$ cat config.mk
export PLATFORM = sky130hd
export DESIGN_NAME = btn_debounce_flat
export DESIGN_NICKNAME = d
export VERILOG_FILES = /design/src/rtl/btn_debounce_if.sv /design/src/rtl/btn_debounce.sv /design/src/flat_wrapper.sv
export SDC_FILE = /design/constraint.sdc
export NUM_CORES = 1
export LEC_CHECK = 0
export BUFFER_PORTS_ARGS = -buffer_cell sky130_fd_sc_hd__buf_2
export CORE_MARGIN = 2
export CORE_UTILIZATION = 55
export CTS_CLUSTER_SIZE = 30
export DETAILED_ROUTE_END_ITERATION = 6
export PLACE_DENSITY = 0.75
export SLEW_MARGIN = 20
export SYNTH_ARGS = -nofsm -noshare
export SYNTH_HDL_FRONTEND = slang
export SYNTH_SLANG_ARGS = --single-unit
export TNS_END_PERCENT = 100
$ cat constraint.sdc
create_clock -name clk -period 2.8 [get_ports clk]
set_input_delay 0.14 -clock clk [delete_from_list [all_inputs] [get_ports clk]]
set_output_delay 0.14 -clock clk [all_outputs]
set_load 0.01 [all_outputs]
$ cat src/rtl/btn_debounce_if.sv
// Signal bundle between the board button pins and btn_debounce.
// The btn_tgl member exists only when BTN_TOGGLE_EN is defined.
interface btn_debounce_if #(
  parameter int N_BTN = 4
);
  logic [N_BTN-1:0] btn_raw;
  logic [N_BTN-1:0] btn_db;
  logic [N_BTN-1:0] btn_rise;
  logic [N_BTN-1:0] btn_fall;
`ifdef BTN_TOGGLE_EN
  logic [N_BTN-1:0] btn_tgl;
`endif

  modport master (
    output btn_raw,
    input  btn_db,
    input  btn_rise,
    input  btn_fall
`ifdef BTN_TOGGLE_EN
    , input btn_tgl
`endif
  );

  modport slave (
    input  btn_raw,
    output btn_db,
    output btn_rise,
    output btn_fall
`ifdef BTN_TOGGLE_EN
    , output btn_tgl
`endif
  );
endinterface

$ cat src/rtl/btn_debounce.sv
// Per-channel 2-flop synchroniser and counter debouncer with press/release strobes.
// Optional BTN_TOGGLE_EN adds a per-channel toggle register flipped by each accepted press.
module btn_debounce #(
  parameter int N_BTN     = 4,
  parameter int DB_CYCLES = 500000
) (
  input  logic              clk,
  input  logic              rst,
  btn_debounce_if.slave     bus
);
  localparam int CNT_W = $clog2(DB_CYCLES + 1);
  localparam logic [CNT_W-1:0] CNT_LAST = CNT_W'(DB_CYCLES - 1);
  localparam logic [CNT_W-1:0] CNT_ONE  = CNT_W'(1);
  localparam logic [0:0] ST_STABLE  = 1'b0;
  localparam logic [0:0] ST_PENDING = 1'b1;

  logic [N_BTN-1:0] s1_q;
  logic [N_BTN-1:0] s2_q;
  logic [N_BTN-1:0] db_q;
  logic [N_BTN-1:0] db_d;
  logic [N_BTN-1:0] rise_q;
  logic [N_BTN-1:0] rise_d;
  logic [N_BTN-1:0] fall_q;
  logic [N_BTN-1:0] fall_d;

  always_ff @(posedge clk or posedge rst) begin
    if (rst) begin
      s1_q <= '0;
      s2_q <= '0;
    end else begin
      s1_q <= bus.btn_raw;
      s2_q <= s1_q;
    end
  end

  for (genvar i = 0; i < N_BTN; i++) begin : g_ch
    logic [0:0]       state_q;
    logic [0:0]       state_d;
    logic [CNT_W-1:0] cnt_q;
    logic [CNT_W-1:0] cnt_d;
    logic             commit_s;

    // A single-cycle debounce window commits straight from STABLE.
    always_comb begin
      state_d  = state_q;
      cnt_d    = cnt_q;
      commit_s = 1'b0;
      case (state_q)
        ST_STABLE: begin
          if (s2_q[i] != db_q[i]) begin
            if (DB_CYCLES == 1) begin
              commit_s = 1'b1;
              cnt_d    = '0;
            end else begin
              state_d = ST_PENDING;
              cnt_d   = CNT_ONE;
            end
          end else begin
            cnt_d = '0;
          end
        end
        ST_PENDING: begin
          if (s2_q[i] == db_q[i]) begin
            state_d = ST_STABLE;
            cnt_d   = '0;
          end else if (cnt_q == CNT_LAST) begin
            state_d  = ST_STABLE;
            cnt_d    = '0;
            commit_s = 1'b1;
          end else begin
            cnt_d = cnt_q + CNT_ONE;
          end
        end
        default: begin
          state_d = ST_STABLE;
          cnt_d   = '0;
        end
      endcase
    end

    assign db_d[i]   = commit_s ? s2_q[i] : db_q[i];
    assign rise_d[i] = commit_s & s2_q[i];
    assign fall_d[i] = commit_s & ~s2_q[i];

    always_ff @(posedge clk or posedge rst) begin
      if (rst) begin
        state_q <= ST_STABLE;
        cnt_q   <= '0;
      end else begin
        state_q <= state_d;
        cnt_q   <= cnt_d;
      end
    end
  end

  always_ff @(posedge clk or posedge rst) begin
    if (rst) begin
      db_q   <= '0;
      rise_q <= '0;
      fall_q <= '0;
    end else begin
      db_q   <= db_d;
      rise_q <= rise_d;
      fall_q <= fall_d;
    end
  end

  assign bus.btn_db   = db_q;
  assign bus.btn_rise = rise_q;
  assign bus.btn_fall = fall_q;

`ifdef BTN_TOGGLE_EN
  logic [N_BTN-1:0] tgl_q;
  logic [N_BTN-1:0] tgl_d;

  // Flips on the cycle after the registered rise strobe.
  assign tgl_d = tgl_q ^ rise_q;

  always_ff @(posedge clk or posedge rst) begin
    if (rst) begin
      tgl_q <= '0;
    end else begin
      tgl_q <= tgl_d;
    end
  end

  assign bus.btn_tgl = tgl_q;
`endif
endmodule
$ cat src/flat_wrapper.sv
// flat-port wrapper written by rule: the top's interface ports become plain ports
module btn_debounce_flat 
#(
  parameter int N_BTN     = 4,
  parameter int DB_CYCLES = 500000
)
  (clk, rst, bus_btn_raw, bus_btn_db, bus_btn_rise, bus_btn_fall);
  btn_debounce_if #(.N_BTN(N_BTN)) bus_i ();
  input  logic clk;
  input  logic rst;
  input wire logic [$bits(bus_i.btn_raw)-1:0] bus_btn_raw;
  output wire logic [$bits(bus_i.btn_db)-1:0] bus_btn_db;
  output wire logic [$bits(bus_i.btn_rise)-1:0] bus_btn_rise;
  output wire logic [$bits(bus_i.btn_fall)-1:0] bus_btn_fall;
  assign bus_i.btn_raw = bus_btn_raw;
  assign bus_btn_db = bus_i.btn_db;
  assign bus_btn_rise = bus_i.btn_rise;
  assign bus_btn_fall = bus_i.btn_fall;
  btn_debounce #(.N_BTN(N_BTN), .DB_CYCLES(DB_CYCLES)) u_core (.clk(clk), .rst(rst), .bus(bus_i));
endmodule
==> qor.csv <==
metric;value;unit
status;complete, no violations;
io-pin-count;18;
dp_slack;741;ps
die_h;96.1;um
dpl.hpwl;6010;um
worstPathMaxFanout;9;
ant_nets;0;
dr.pass1.iters;5;
core_area;8220;um2
antenna_found_initial;0;
path_cells;ha_1 -> and4_1 -> nand2_1 -> o21bai_1 -> buf_4 -> a21oi_1;
antenna_cells;0;
synth.distinct_cells;41;
io_buffers;17;
avgSynthCellArea;10.2;um2
placed_cell_area;4870;um2
synth_flop_cell;dfrtp_1;
drt-initial-drc-count;185;
path_clk_slew;90;ps
yosysTopAreaCell;dfrtp_1;
syn2layout_area_growth;9.90;%
path_class;flop to flop;
drc_errors;0;
htree_levels;3;
cp.arrival;2300;ps
setup_slack;735;ps
cap_violations;0;
grt_max_degree;59;
fin_area;5120;um2
grt_overflow;0;
slew-limit-headroom;53.3;%
crit_slowest_cell;o21bai_1;
grt_pass1_vias;3330;
p_leak;0.00199;uW
required;3040;ps
syn_area;4660;um2
start_kind;flop;
cp-end-kind;flop;
rsz0062_at_grt;no;
initial_utilization;56.8;%
async_reset_ff_share;100;%
dieWidth;96.1;um
ys_seq_elements;100;
slew_viol_final;0;
postCtsResizedCells;0;
syn_nets;467;
vias;3445;
clockBufferDepth;2;
powerDensity;509;nW/um2
synth_edf_count;0;
fin_crit;2060;ps
fillers;679;
nets;491;
fin_crit_sh;73.7;%
cpPeakStageDelay;550;ps
yosys_warnings;0;
grt_usage;21.4;%
seq_area;2500;um2
max_freq;484;MHz
cts_tree;built;
place_congestion;0.873;
synth_top_area_share;53.7;%
via_per_inst;5.85;
setup_violations;0;
root_buffer;clkbuf_8;
clock_sinks;100;
tightestPinTransition;700;ps
multi_input_area;2060;um2
rows;33;
layout-drive-gt1-share;11.2;%
dp.cells;570;
clock_skew;7.35;ps
clk-insertion-delay-late;350;ps
grt_pass1_wl;15300;um
hold_class;flop to flop;
ir_worst_vdd;357;uV
yosys-top-cells-area;dfrtp_1, xnor2_1, nor2_1;
ys_seq_area_share;53.7;%
finalHoldViolCount;0;
final_cells;589;
utilization;62.4;%
cts_buffers;9;
tns;0;ps
synthesis.instances;457;
wl_per_cell;15.1;um
finalWirelength;8900;um
die-area;9230;um2
## sequential cells by signal, indices dropped and copies added (netlist names)
register / cells
u_core.g_ch.cnt_q: 76
u_core.bus.btn_db: 4
u_core.bus.btn_rise: 4
u_core.bus.btn_fall: 4
u_core.g_ch.state_q: 4
u_core.s1_q: 4
u_core.s2_q: 4
## routing by layer
metal	track usage [%]	up-vias	part of all wire, %
li1	-	1663	-
met1	30.0	1705	46
met2	33.6	71	49
met3	5.32	6	4.1
met4	5.36	0	0.73
met5	0	-	0
## repair_timing
action                                 CTS  global route
hold buffers                             5             0
setup endpoints to repair                0             0
setup buffers                            0             0
endpoints found under the hold margin   61             0
## metrics by stage
stage | total power [uW] | hold WS (ps)
5_1_grt | 2730 | 363
2_1_floorplan | 1620 | 171
3_3_place_gp | 1650 | 250
4_1_cts | 2640 | 361
6_report | 2610 | 358
3_5_place_dp | 1660 | 250
## where the power goes
part           internal (uW)  total (uW)  switching (uW)
Combinational           45.2         133            87.9
Clock                    520         973             453
Sequential              1470        1500            30.2
## cells in the final DEF, fill, tap and decap left out, types with 5 or more instances in the layout
master,netlist,final
nor3_1,16,16
buf_2,5,17
inv_1,11,10
and4_1,7,7
nand4_1,27,27
o31ai_1,6,6
o21ai_0,11,11
xnor2_1,35,35
nor4_1,21,21
or3_1,8,8
nand3_1,27,27
clkbuf_8,0,10
nand2_1,26,26
dfrtp_1,100,100
dlygate4sd3_1,0,5
nor2_1,62,62
or2_2,6,6
and2_1,5,5
a21oi_1,13,13
xor2_1,22,22
## area by class of cell
class,count,area share [%]
sequential,100,48.8
multi-input combinational,332,40.1
timing repair buffer,27,3.61
clock buffer,12,2.83
tap,105,2.56
clock inverter,2,1.17
inverter,11,0.854
## synthesized netlist by cell type, drive strengths merged (5+ instances only)
| master | number |
|---|---|
| and2 | 5 |
| nor4 | 21 |
| nand3 | 27 |
| buf | 6 |
| xnor2 | 35 |
| and4 | 7 |
| nand2 | 26 |
| dfrtp | 100 |
| nor2 | 62 |
| inv | 11 |
| or4 | 6 |
| o31ai | 6 |
| nand4 | 28 |
| clkbuf | 8 |
| a21oi | 14 |
| xor2 | 22 |
| o21ai | 11 |
| or3 | 9 |
| nor3 | 16 |
| or2 | 6 |
## cell families after synthesis
kind of cell	after synthesis	share of synthesized area, %
DFF	100	53.7
AOI/OAI and AO/OA	41	5.47
buffers and inverters	25	2.23
xor gates and xnor gates	57	10.7
muxes	6	1.40
and+or+nand+nor	224	25.5
adders and majority gates	4	1.07
## path summary, 6_finish.rpt
check | depth (start not counted) | endpoint | start | slack (ps)
max in group asynchronous | 4 | u_core.s2_q[2] | rst | 1650
worst min-delay path | 0 | u_core.s2_q[3] | u_core.s1_q[3] | 360
worst max register to register | 6 | u_core.g_ch[1].cnt_q[18] | u_core.g_ch[1].cnt_q[0] | 740
worst min register to register | 0 | u_core.s2_q[3] | u_core.s1_q[3] | 360
min in group asynchronous | 3 | u_core.s1_q[0] | rst | 470
worst max-delay path | 6 | u_core.g_ch[1].cnt_q[18] | u_core.g_ch[1].cnt_q[0] | 740
## worst max-delay path, delay by kind of cell, from the launching register on
| kind | cells | cell delay (ps) |
|---|---|---|
| AOI/OAI and AO/OA | 2 | 610 |
| adders and majority gates | 1 | 260 |
| buffers and inverters | 1 | 270 |
| DFF | 1 | 430 |
| and+or+nand+nor | 2 | 380 |
No activity file was read; power rests on OpenSTA's default activity.
